[config.mk]
export PLATFORM = sky130hd
export DESIGN_NAME = ldst_sequencer
export DESIGN_NICKNAME = d
export VERILOG_FILES = /design/src/rtl/ldst_seq_pkg.sv /design/src/rtl/ldst_wait_timer.sv /design/src/rtl/ldst_sequencer.sv
export SDC_FILE = /design/constraint.sdc
export NUM_CORES = 1
export LEC_CHECK = 0
export ABC_AREA = 0
export CORE_MARGIN = 5
export CORE_UTILIZATION = 42
export CTS_BUF_LIST = sky130_fd_sc_hd__clkbuf_16
export DETAILED_ROUTE_END_ITERATION = 8
export PLACE_DENSITY = 0.86
export SYNTH_ARGS = -nofsm -noshare
export SYNTH_HDL_FRONTEND = slang
export SYNTH_HIERARCHICAL = 1
export SYNTH_SLANG_ARGS = --single-unit
[constraint.sdc]
create_clock -name Clock -period 3.54 [get_ports Clock]
set_input_delay 0.531 -clock Clock [delete_from_list [all_inputs] [get_ports Clock]]
set_output_delay 0.531 -clock Clock [all_outputs]
set_load 0.01 [all_outputs]
[src/rtl/ldst_seq_pkg.sv]
// Shared types for the Mini-SRC load/store sequencer: state encoding, opcode
// defaults and the control word decoded from the state register.
package ldst_seq_pkg;

   typedef enum logic [3:0] {
      ST_IDLE  = 4'd0,
      ST_T0    = 4'd1,
      ST_T1    = 4'd2,
      ST_T2    = 4'd3,
      ST_T3    = 4'd4,
      ST_T4    = 4'd5,
      ST_T5    = 4'd6,
      ST_T6    = 4'd7,
      ST_T7    = 4'd8,
      ST_DONE  = 4'd9,
      ST_FAULT = 4'd10
   } state_e;

   // Instruction class captured in T3; steers the T5..T7 schedule.
   typedef enum logic [1:0] {
      K_LD  = 2'd0,
      K_LDI = 2'd1,
      K_ST  = 2'd2
   } op_kind_e;

   localparam logic [4:0] OPC_LD_DEF  = 5'b00000;
   localparam logic [4:0] OPC_LDI_DEF = 5'b00001;
   localparam logic [4:0] OPC_ST_DEF  = 5'b00010;
   localparam logic [4:0] ALU_ADD_DEF = 5'b00100;

   typedef struct packed {
      logic pc_out;
      logic mar_in;
      logic inc_pc;
      logic read;
      logic mdr_in;
      logic mdr_out;
      logic ir_in;
      logic grb;
      logic ba_out;
      logic y_in;
      logic c_out;
      logic zhigh_in;
      logic zlow_in;
      logic zlow_out;
      logic gra;
      logic r_in;
      logic r_out;
      logic write;
      logic busy;
      logic done;
      logic err;
   } ctrl_word_t;

endpackage

[src/rtl/ldst_wait_timer.sv]
// Saturating memory-stall counter; expired flags that the current low cycle
// is the WAIT_MAX-th consecutive one.
module ldst_wait_timer #(
   parameter int WAIT_MAX = 15
) (
   input  logic Clock,
   input  logic Clear,
   input  logic clr,
   input  logic stall,
   output logic expired
);

   localparam int CNT_W = $clog2(WAIT_MAX + 1);

   logic [CNT_W-1:0] cnt_q;

   // NOTE: sequential state uses non-blocking assignments so every flop
   // samples pre-edge values regardless of block ordering.
   always_ff @(posedge Clock or negedge Clear) begin
      if (!Clear) begin
         cnt_q <= '0;
      end else if (clr) begin
         cnt_q <= '0;
      end else if (stall && (cnt_q != CNT_W'(WAIT_MAX))) begin
         cnt_q <= cnt_q + 1'b1;
      end
   end

   assign expired = (cnt_q >= CNT_W'(WAIT_MAX - 1));

endmodule

[src/rtl/ldst_sequencer.sv]
// Moore control-step sequencer for Mini-SRC ld/ldi/st with memory-ready stalls.
// Define LDST_SEQ_TIMEOUT_EN to fault a memory state after WAIT_MAX low cycles.
module ldst_sequencer
   import ldst_seq_pkg::*;
#(
   parameter int              OP_W     = 5,
   parameter logic [OP_W-1:0] OPC_LD   = OP_W'(OPC_LD_DEF),
   parameter logic [OP_W-1:0] OPC_LDI  = OP_W'(OPC_LDI_DEF),
   parameter logic [OP_W-1:0] OPC_ST   = OP_W'(OPC_ST_DEF),
   parameter logic [OP_W-1:0] ALU_ADD  = OP_W'(ALU_ADD_DEF),
   parameter int              WAIT_MAX = 15
) (
   input  logic            Clock,
   input  logic            Clear,
   input  logic            start,
   input  logic [OP_W-1:0] ir_op,
   input  logic            mem_ready,
   output logic            busy,
   output logic            done,
   output logic            err,
   output logic            PCout,
   output logic            MARin,
   output logic            IncPC,
   output logic            Read,
   output logic            MDRin,
   output logic            MDRout,
   output logic            IRin,
   output logic            Grb,
   output logic            BAout,
   output logic            Yin,
   output logic            Cout,
   output logic            ZHighin,
   output logic            ZLowin,
   output logic            ZLowout,
   output logic            Gra,
   output logic            Rin,
   output logic            Rout,
   output logic            Write,
   output logic [OP_W-1:0] OP
);

   localparam logic [3:0] S_IDLE  = ST_IDLE;
   localparam logic [3:0] S_T0    = ST_T0;
   localparam logic [3:0] S_T1    = ST_T1;
   localparam logic [3:0] S_T2    = ST_T2;
   localparam logic [3:0] S_T3    = ST_T3;
   localparam logic [3:0] S_T4    = ST_T4;
   localparam logic [3:0] S_T5    = ST_T5;
   localparam logic [3:0] S_T6    = ST_T6;
   localparam logic [3:0] S_T7    = ST_T7;
   localparam logic [3:0] S_DONE  = ST_DONE;
   localparam logic [3:0] S_FAULT = ST_FAULT;

   if (WAIT_MAX < 1) begin : g_wait_max_invalid
      $error("ldst_sequencer: WAIT_MAX must be at least 1");
   end

   logic [3:0] state_q, state_d;
   op_kind_e   kind_q, kind_d;
   logic       supported;
   logic       mem_state;
   logic       timeout;
   ctrl_word_t cw;

   // NOTE: every always_comb output gets a default first so no path leaves
   // it unassigned, which would otherwise infer a latch.
   always_comb begin
      kind_d    = K_LD;
      supported = 1'b1;
      if (ir_op == OPC_LD) begin
         kind_d = K_LD;
      end else if (ir_op == OPC_LDI) begin
         kind_d = K_LDI;
      end else if (ir_op == OPC_ST) begin
         kind_d = K_ST;
      end else begin
         supported = 1'b0;
      end
   end

   assign mem_state = (state_q == S_T1)
                   || ((state_q == S_T6) && (kind_q == K_LD))
                   || ((state_q == S_T7) && (kind_q == K_ST));

`ifdef LDST_SEQ_TIMEOUT_EN
   logic expired;

   // Counter is held clear outside memory states, so each entry starts at zero.
   ldst_wait_timer #(
      .WAIT_MAX (WAIT_MAX)
   ) u_wait_timer (
      .Clock   (Clock),
      .Clear   (Clear),
      .clr     (!mem_state),
      .stall   (mem_state && !mem_ready),
      .expired (expired)
   );

   assign timeout = expired && !mem_ready;
`else
   assign timeout = 1'b0;
`endif

   always_comb begin
      state_d = state_q;
      case (state_q)
         S_IDLE:  if (start) state_d = S_T0;
         S_T0:    state_d = S_T1;
         S_T1: begin
            if (mem_ready)    state_d = S_T2;
            else if (timeout) state_d = S_FAULT;
         end
         S_T2:    state_d = S_T3;
         S_T3:    state_d = supported ? S_T4 : S_FAULT;
         S_T4:    state_d = S_T5;
         S_T5:    state_d = (kind_q == K_LDI) ? S_DONE : S_T6;
         S_T6: begin
            if (kind_q != K_LD || mem_ready) state_d = S_T7;
            else if (timeout)                state_d = S_FAULT;
         end
         S_T7: begin
            if (kind_q != K_ST || mem_ready) state_d = S_DONE;
            else if (timeout)                state_d = S_FAULT;
         end
         S_DONE:  state_d = S_IDLE;
         S_FAULT: state_d = S_IDLE;
         default: state_d = S_IDLE;
      endcase
   end

   always_ff @(posedge Clock or negedge Clear) begin
      if (!Clear) begin
         state_q <= S_IDLE;
         kind_q  <= K_LD;
      end else begin
         state_q <= state_d;
         if (state_q == S_T3) kind_q <= kind_d;
      end
   end

   // Outputs depend only on registered state, so Clear zeroes them at once.
   always_comb begin
      cw = '0;
      OP = '0;
      cw.busy = (state_q != S_IDLE);
      case (state_q)
         S_T0: begin
            cw.pc_out = 1'b1;
            cw.mar_in = 1'b1;
            cw.inc_pc = 1'b1;
         end
         S_T1: begin
            cw.read   = 1'b1;
            cw.mdr_in = 1'b1;
         end
         S_T2: begin
            cw.mdr_out = 1'b1;
            cw.ir_in   = 1'b1;
         end
         S_T3: begin
            cw.grb    = 1'b1;
            cw.ba_out = 1'b1;
            cw.y_in   = 1'b1;
         end
         S_T4: begin
            cw.c_out    = 1'b1;
            cw.zhigh_in = 1'b1;
            cw.zlow_in  = 1'b1;
            OP          = ALU_ADD;
         end
         S_T5: begin
            cw.zlow_out = 1'b1;
            if (kind_q == K_LDI) begin
               cw.gra  = 1'b1;
               cw.r_in = 1'b1;
            end else begin
               cw.mar_in = 1'b1;
            end
         end
         S_T6: begin
            cw.mdr_in = 1'b1;
            if (kind_q == K_ST) begin
               cw.gra   = 1'b1;
               cw.r_out = 1'b1;
            end else begin
               cw.read = 1'b1;
            end
         end
         S_T7: begin
            cw.mdr_out = 1'b1;
            if (kind_q == K_ST) begin
               cw.write = 1'b1;
            end else begin
               cw.gra  = 1'b1;
               cw.r_in = 1'b1;
            end
         end
         S_DONE:  cw.done = 1'b1;
         S_FAULT: begin
            cw.done = 1'b1;
            cw.err  = 1'b1;
         end
         default: ;
      endcase
   end

   assign busy    = cw.busy;
   assign done    = cw.done;
   assign err     = cw.err;
   assign PCout   = cw.pc_out;
   assign MARin   = cw.mar_in;
   assign IncPC   = cw.inc_pc;
   assign Read    = cw.read;
   assign MDRin   = cw.mdr_in;
   assign MDRout  = cw.mdr_out;
   assign IRin    = cw.ir_in;
   assign Grb     = cw.grb;
   assign BAout   = cw.ba_out;
   assign Yin     = cw.y_in;
   assign Cout    = cw.c_out;
   assign ZHighin = cw.zhigh_in;
   assign ZLowin  = cw.zlow_in;
   assign ZLowout = cw.zlow_out;
   assign Gra     = cw.gra;
   assign Rin     = cw.r_in;
   assign Rout    = cw.r_out;
   assign Write   = cw.write;

endmodule

==> metrics.cfg, run 1 <==
[run_status]
status=complete, no violations

[drt]
via_per_inst=5.55
route.detailed.wl_per_inst_microns=13.2
wl_met2_microns=870
drc=0
top_layer_used=met4
drt_iter0_drc=11
firstDrtPassIters=3
route.met3.wl_microns=159
wl_met1_microns=694
antenna_left=0
wirelength_mm=1.74
route.vias.total=732

[floorplan]
dieWidth_microns=50.3
rows=14
io_pins=35
core_sq_um=1520
die_area_sq_um=2530
die_h_microns=50.3
start_util_pct=44.7

[pwr]
clock_power_share_pct=22.5
swShare_pct=40.3
vdd_drop_max_uv=398
p_int_w=0.000482
seq_power_share_pct=24.4
pwr-share-comb_pct=53.1
power_switching_w=0.000325
power_density_nw_per_um2=815
p_leak_nw=0.391

[synthesis]
netlist_instances=96
synthTopCellsByCount=nor2_1, buf_4, nand2_1, nand2b_1, a21oi_1
syn_area_sq_um=682
synth_top_area_cell=dfrtp_1
synth_cell_types=34
netlist.area_leader.share_pct=22.0
synth-edff-count=0
synth_ff_type=dfrtp_1
syn_avg_cell_area_sq_um=7.10
synth_warnings=6
yosysSeqAreaShare_pct=22.0
synth_seq_cells=6
synth_area_leaders=dfrtp_1, buf_4, nand2b_1
async_reset_ff_share_pct=100
synth.most_common_cell=nor2_1

[clock_network]
path_clk_slew_ns=0.03
tritoncts=yes
hold_buffers=0
clock_latency_ns=0.23
h-tree-depth=1
cts_sinks=6
post_cts_buffers=0
cts-buffers-inserted=3
cts_root_buf=clkbuf_16
ctsResizeCount=0
clockBufferDepth=2

[critical_path]
cp_slowest_cell=dfrtp_1
crit_type=reg -> out
path_delay_family=simple AND/OR/NAND/NOR gates
start_kind=flip-flop
end_kind=primary output
cp-startpoint=state_q[2]
cp_cell_sequence=nand2b_1 -> or3_1 -> nor2_1 -> clkdlybuf4s50_1
cp.required_ns=3.01
crit_buf_inv=1
crit_path_max_incr_delay_ns=0.58
r2r_start=state_q[2]
path_max_fanout=20
crit_arrival_ns=2.08

[global_route]
grt_pass1_wl_mm=2.99
grt_antenna_before_repair=0
grt_pass1_vias=678
track_usage_pct=14.7
grt_max_degree=21
overflow=0

[cells_and_area]
antenna_cells=0
drive_gt1_share_pct=8.62
area_growth_pct=45.3
final_area_sq_um=991
nets=127

[placed_design]
placement.cell_area_sq_um=916
dp_hpwl_mm=1.32
gp_congestion=0.798
portBuffers=30

[sta]
setup_viol=0
tightest_slew_ns=0.666
max_slew_margin_pct=55.5
finalClockSkew_ns=0.000127
fmax_ghz=0.382
final-max-slew-violation-count=0
rsz0062_at_grt=false
fin_crit_sh_pct=73.9
finalHoldViolCount=0
fin_crit_ns=2.61
final.setup.tns_ns=0

[run]
cap_violations=0

[hold_path]
hp-class=in -> async

[final cells by class]
cell class	instances	area, sq um
timing repair buffer	30	300
fill	130	533
tap	16	20.0
multi-input combinational	75	438
inverter	2	7.51
sequential	6	150
clock buffer	3	75.1
[power groups by stage]
stage	Combinational, W	Sequential (W)	Clock, W
6_report	0.000429	0.000197	0.000182
4_1_cts	0.000433	0.000196	0.000185
3_3_place_gp	0.000419	0.000191	0
3_5_place_dp	0.000430	0.000196	0
5_1_grt	0.000470	0.000210	0.000191
2_1_floorplan	0.000331	0.000127	0
[flip-flops by register name (all words and copies together), names as in the netlist]
signal and flops:
kind_q 2, state_q 4
[logic make-up (layout without fill, tap and decap cells)]
kind of cell	count (synthesis)	in the layout	share of synthesized area (%)
AO/OA/AOI/OAI	20	20	18.9
buffers and inverters	18	35	15.4
flip-flops	6	6	22.0
multiplexers	1	1	1.65
other	1	4	0.550
AND/OR/NAND/NOR	50	50	41.5
[worst register-to-register path, cell delays in order (launching register included)]
cell and delay [ns]:
dfrtp_1 0.70, nand2b_4 0.12, or3_4 0.38, or4_4 0.45
o21ai_2 0.14
[cells in the final DEF (no fill, tap or decap), types with 2 or more instances in the layout]
master           Yosys  routed
a21oi_1              7       7
and2b_1              2       2
clkbuf_16            0       3
clkdlybuf4s50_1      0      30
conb_1               1       4
dfrtp_1              6       6
inv_1                2       2
nand2_1              8       8
nand2b_1             8       8
nor2_1              13      13
nor3_1               5       5
o21ai_0              2       2
o21ai_1              3       3
o21ai_2              2       2
or4_1                2       2
[metrics by stage]
stage / hold slack (ns) / instances / setup WS (ns) / util [%] / total power, W
after CTS: 0.545 / 132 / 0.935 / 65.0 / 0.000814
after global placement: 0.572 / 129 / 1.21 / 60.1 / 0.000610
final: 0.548 / 132 / 0.925 / 65.0 / 0.000807
after detailed placement: 0.572 / 129 / 1.18 / 60.1 / 0.000626
after global routing: 0.565 / 132 / 0.758 / 65.0 / 0.000871
after floorplan: 0.235 / 99 / 1.67 / - / 0.000458
[layer usage]
metal  vias up  global-route usage, %
li1        362                      -
met1       339                   16.3
met2        29                   25.7
met3         2                   4.73
met4         0                   5.53
met5         -                      0
[path summary, 6_finish.rpt]
check	end	slack (ns)	cells after the start
max in group asynchronous	kind_q[1]	2.78	1
setup reg to reg	kind_q[0]	1.69	4
min in group Clock	kind_q[0]	0.58	2
hold reg to reg	kind_q[0]	0.58	2
setup / recovery	Write	0.93	4
hold / removal	state_q[0]	0.55	1
(Power assumes the default switching activity.)
==> inputs of run 2 (changes only) <==
CORE_UTILIZATION = 35   (was 42)
PLACE_DENSITY = 0.77   (was 0.86)
clock period = 2.15 ns   (was 3.54 ns; I/O delays follow)
==> metrics.cfg, run 2 (same netlist as run 1, synthesis figures left out) <==
[critical_path]
rr_worst_depth=6  ; +2
start_kind=flip-flop
end_kind=primary output
cp.required_ns=1.83  ; -1.18 ns
crit_type=reg -> out
path_max_fanout=9  ; -55%
crit_arrival_ns=1.76  ; -0.32 ns

[drt]
antenna_left=0  ; unchanged
firstDrtPassIters=4  ; +1
wirelength_mm=1.86  ; +6.9%
drt_iter0_drc=7  ; -4
route.vias.total=761  ; +4.0%
via_per_inst=4.94  ; -11%
drc=0  ; unchanged
route.detailed.wl_per_inst_microns=12.1  ; -8.3%

[placed_design]
placement.cell_area_sq_um=967  ; +5.6%
dp.cells=145  ; +12%
dp_hpwl_mm=1.41  ; +6.2%
gp_congestion=0.833  ; +4.5%
portBuffers=30  ; unchanged

[pwr]
power_w=0.00144  ; +79%
seq_power_share_pct=20.2  ; -4.2 points
clock_power_share_pct=20.7  ; -1.8 points
p_leak_nw=0.478  ; +22%
p_int_w=0.000872  ; +81%
vdd_drop_max_uv=657  ; +65%
pwr-share-comb_pct=59.1  ; +6.0 points
power_density_nw_per_um2=1310  ; +60%
power_switching_w=0.000572  ; +76%
swShare_pct=39.6  ; -0.66 points

[sta]
finalClockSkew_ns=0.000339  ; +0.000212 ns
final-max-slew-violation-count=0  ; unchanged
fmax_ghz=0.480
holdWs_ns=0.346  ; -0.201 ns
finalHoldViolCount=0  ; unchanged
fin_crit_ns=2.09
final.setup.tns_ns=0  ; unchanged
fin_crit_sh_pct=97.0
rsz0062_at_grt=false
setup_viol=0  ; unchanged

[global_route]
overflow=0  ; unchanged
track_usage_pct=13.0  ; -1.7 points
grt_pass1_wl_mm=2.78  ; -6.9%
grt_max_degree=19  ; -9.5%
grt_pass1_vias=682  ; +0.59%
grt_antenna_before_repair=0  ; unchanged

[cells_and_area]
mostFrequentLayoutCells=clkdlybuf4s50_1, nor2_1, buf_4
regArea_sq_um=155  ; +3.3%
area_growth_pct=62.0
nets=138  ; +8.7%
drive_gt1_share_pct=23.6  ; +15 points
stdcell_count=154  ; +17%
multi_input_area_sq_um=460  ; +5.1%
largest_reg_flops=4  ; unchanged
antenna_cells=0  ; unchanged
n_fill_cell=165  ; +27%
final_area_sq_um=1100  ; +11%
reg_top3=state_q (4), kind_q (2)
largest_register=state_q
final_common_cell=clkdlybuf4s50_1

[clock_network]
cts-buffers-inserted=3  ; unchanged
tritoncts=yes
clockBufferDepth=2  ; unchanged
cts_root_buf=clkbuf_16
h-tree-depth=1  ; unchanged
path_clk_slew_ns=0.03  ; about the same
cts_sinks=6  ; unchanged
hold_buffers=0  ; unchanged
clock_latency_ns=0.23  ; about the same

[floorplan]
die_h_microns=54.1  ; +7.6%
dieWidth_microns=54.1  ; +7.6%
rows=16  ; +2
core_sq_um=1900  ; +25%
start_util_pct=35.9  ; -8.9 points
io_pins=35  ; unchanged
die_area_sq_um=2930  ; +16%

[run]
cap_violations=0  ; unchanged

[hold_path]
hp-class=in -> async

[run_status]
status=complete, no violations

[run 2: changes by cell type in the layout (fill, tap and decap cells not counted)]
cell | before | now
nand2b_1 | 8 | 6
nand2b_2 | 0 | 1
buf_4 | 0 | 11
nor3_2 | 0 | 2
dlygate4sd2_1 | 0 | 8
nand2b_4 | 1 | 2
nor3_1 | 5 | 3
dfrtp_2 | 0 | 4
nor2_2 | 0 | 1
nor2_1 | 13 | 12
dfrtp_1 | 6 | 2
clkdlybuf4s50_1 | 30 | 22
[run 2: what timing repair did]
item / 4_1_cts / 5_1_grt
setup endpoints to repair: 15 / 9
setup buffers: 1 / 5
gates resized for setup: 12 / 5
endpoints found under the hold margin: 0 / 0
[run 2: layout make-up]
| class | count | area share, % |
|---|---|---|
| clock buffer | 3 | 6.80 |
| inverter | 2 | 0.680 |
| multi-input combinational | 75 | 41.7 |
| sequential | 6 | 14.0 |
| tap | 27 | 3.06 |
| timing repair buffer | 41 | 33.7 |
[run 2: routing by layer]
| layer | part of all wire [%] | wire [microns] | global-route usage (%) |
|---|---|---|---|
| met5 | 0 | 0 | 0 |
| met4 | 1.4 | 27 | 6.64 |
| met3 | 8.5 | 158 | 3.60 |
| met2 | 51 | 947 | 23.1 |
| met1 | 39 | 730 | 13.7 |
[run 2: through the flow]
step / utilization (%) / worst slack [ns]
final: 58.1 / 0.0646
after global routing: 58.1 / 0.000118
after CTS: 55.1 / 0.0158
after detailed placement: 50.9 / 0.117
after global placement: 50.9 / 0.165
after floorplan: - / 0.492
[run 2: final timing paths]
check	slack [ns]	endpoint	start
max reg2reg	0.31	state_q[3]	state_q[1]
max	0.06	Rin	state_q[3]
max in group asynchronous	1.56	state_q[0]	Clear
min reg2reg	0.59	kind_q[0]	kind_q[0]
min	0.35	kind_q[1]	Clear
min in group Clock	0.59	kind_q[0]	kind_q[0]
[run 2: power groups by stage]
stage | combinational [W] | sequential [W] | clock [W]
2_1_floorplan | 0.000545 | 0.000210 | 0
3_3_place_gp | 0.000767 | 0.000284 | 0
3_5_place_dp | 0.000777 | 0.000289 | 0
4_1_cts | 0.000759 | 0.000288 | 0.000302
5_1_grt | 0.000927 | 0.000308 | 0.000306
6_report | 0.000853 | 0.000292 | 0.000299
[run 2: critical path, stage by stage (launching register included)]
cell and delay [ns]:
dfrtp_2 0.45, and2b_1 0.23, nand2_1 0.08, a2bb2oi_1 0.15, nor2_1 0.09, clkdlybuf4s50_1 0.54
==> inputs of run 3 (changes only) <==
ABC_CLOCK_PERIOD_IN_PS = 2150   (was unset)
CTS_CLUSTER_SIZE = 30   (was unset)
MAX_ROUTING_LAYER = met4   (was unset)
==> metrics.cfg, run 3 (same netlist as run 1, synthesis figures left out) <==
[pwr]
vdd_drop_max_uv=666  ; +1.4%
power_w=0.00146  ; +1.3%
p_leak_nw=0.492  ; +2.8%
power_switching_w=0.000567  ; -0.89%
seq_power_share_pct=18.3  ; -1.9 points
power_density_nw_per_um2=1310  ; +0.13%
swShare_pct=38.8  ; -0.85 points
pwr-share-comb_pct=61.3  ; +2.2 points
p_int_w=0.000895  ; +2.7%
clock_power_share_pct=20.4  ; -0.3 points

[floorplan]
die_area_sq_um=2930  ; unchanged
io_pins=35  ; unchanged
dieWidth_microns=54.1  ; unchanged
rows=16  ; unchanged
core_sq_um=1900  ; unchanged
die_h_microns=54.1  ; unchanged
start_util_pct=35.9  ; unchanged

[critical_path]
crit_type=reg -> out
start_kind=flip-flop
crit_arrival_ns=1.73  ; -0.03 ns
end_kind=primary output
cp.required_ns=1.83  ; about the same
path_max_fanout=7  ; -2

[cells_and_area]
nets=142  ; +2.9%
mostFrequentLayoutCells=clkdlybuf4s50_1, buf_4, nor2_1
multi_input_area_sq_um=443  ; -3.8%
antenna_cells=0  ; unchanged
reg_top3=state_q (4), kind_q (2)
area_growth_pct=63.9
largest_register=state_q
drive_gt1_share_pct=23.7  ; +0.042 points
largest_reg_flops=4  ; unchanged
final_common_cell=clkdlybuf4s50_1
regArea_sq_um=155  ; unchanged
stdcell_count=158  ; +2.6%
n_fill_cell=165  ; unchanged

[sta]
fin_crit_sh_pct=95.7  ; -1.3 points
finalClockSkew_ns=0.000408  ; +0.0000687 ns
final-max-slew-violation-count=0  ; unchanged
final.setup.tns_ns=0  ; unchanged
fmax_ghz=0.486  ; +1.4%
fin_crit_ns=2.06  ; -0.0289 ns
finalHoldViolCount=0  ; unchanged
setup_viol=0  ; unchanged

[placed_design]
gp_congestion=0.849  ; +1.9%
dp.cells=145  ; unchanged
dp_hpwl_mm=1.42  ; +0.66%
portBuffers=30  ; unchanged

[drt]
route.detailed.wl_per_inst_microns=11.6  ; -4.0%
wirelength_mm=1.84  ; -1.5%
route.vias.total=776  ; +2.0%
firstDrtPassIters=4  ; unchanged
via_per_inst=4.91  ; -0.61%
drt_iter0_drc=17  ; +10
drc=0  ; unchanged
antenna_left=0  ; unchanged

[global_route]
grt_antenna_before_repair=0  ; unchanged
overflow=0  ; unchanged
grt_pass1_vias=686  ; +0.59%
grt_pass1_wl_mm=2.84  ; +2.2%
grt_max_degree=19  ; unchanged
track_usage_pct=13.7  ; +0.72 points

[run]
cap_violations=0  ; unchanged

[clock_network]
tritoncts=yes
clockBufferDepth=2  ; unchanged
cts-buffers-inserted=3  ; unchanged
h-tree-depth=1  ; unchanged
clock_latency_ns=0.23  ; about the same
cts_root_buf=clkbuf_16
path_clk_slew_ns=0.03  ; about the same
hold_buffers=0  ; unchanged
cts_sinks=6  ; unchanged

[hold_path]
hp-class=in -> async

[run_status]
status=complete, no violations

==> run 3: routing by layer <==
metal  vias to the layer above  track usage, %  part of all wire, %
li1                        394               -                    -
met3                         3            3.60                  7.5
met5                         -               -                    0
met2                        31            22.3                   50
met4                         0            7.05                  1.5
met1                       348            15.2                   41
==> run 3: area by class of cell <==
type                    count  area share (%)
flip-flops and latches      6            13.9
inverters                   2           0.672
well taps                  27            3.02
multi-input cells          75            39.6
repair buffers             45            36.1
clock buffers               3            6.72
==> run 3: power by group through the flow <==
| stage | logic, W | registers [W] | clock network (W) |
|---|---|---|---|
| global route | 0.000985 | 0.000280 | 0.000312 |
| detailed placement | 0.000782 | 0.000290 | 0 |
| floorplan | 0.000545 | 0.000210 | 0 |
| global placement | 0.000767 | 0.000284 | 0 |
| CTS | 0.000773 | 0.000288 | 0.000304 |
| finish | 0.000896 | 0.000268 | 0.000298 |
==> run 3: worst paths after layout <==
kind	startpoint	end	slack, ns	depth (start not counted)
setup / recovery	state_q[3]	Rin	0.09	5
hold / removal	Clear	kind_q[1]	0.35	1
setup reg to reg	state_q[1]	state_q[3]	0.45	5
hold reg to reg	kind_q[0]	kind_q[0]	0.59	2
max in group asynchronous	Clear	state_q[2]	1.55	1
min in group Clock	kind_q[0]	kind_q[0]	0.59	2
==> run 3: what timing repair did <==
action,4_1_cts,5_1_grt
gates resized for setup,11,3
setup buffers,2,8
gates cloned,0,0
setup endpoints to repair,15,8
==> run 3: metrics by stage <==
stage / utilization (%) / setup WS [ns] / area (sq um) / hold WS, ns
floorplan: - / 0.492 / 693 / 0.0269
global placement: 50.9 / 0.164 / 967 / 0.575
detailed placement: 50.9 / 0.112 / 967 / 0.588
CTS: 55.3 / 0.00934 / 1050 / 0.352
global route: 58.8 / -0.0302 / 1120 / 0.359
finish: 58.8 / 0.0935 / 1120 / 0.349
==> run 3: critical path, stage by stage, from the launching register on <==
cell and delay [ns]:
dfrtp_2 0.43, and2b_1 0.23, nand2_1 0.08, a2bb2oi_1 0.15
nor2_1 0.09, clkdlybuf4s50_1 0.53
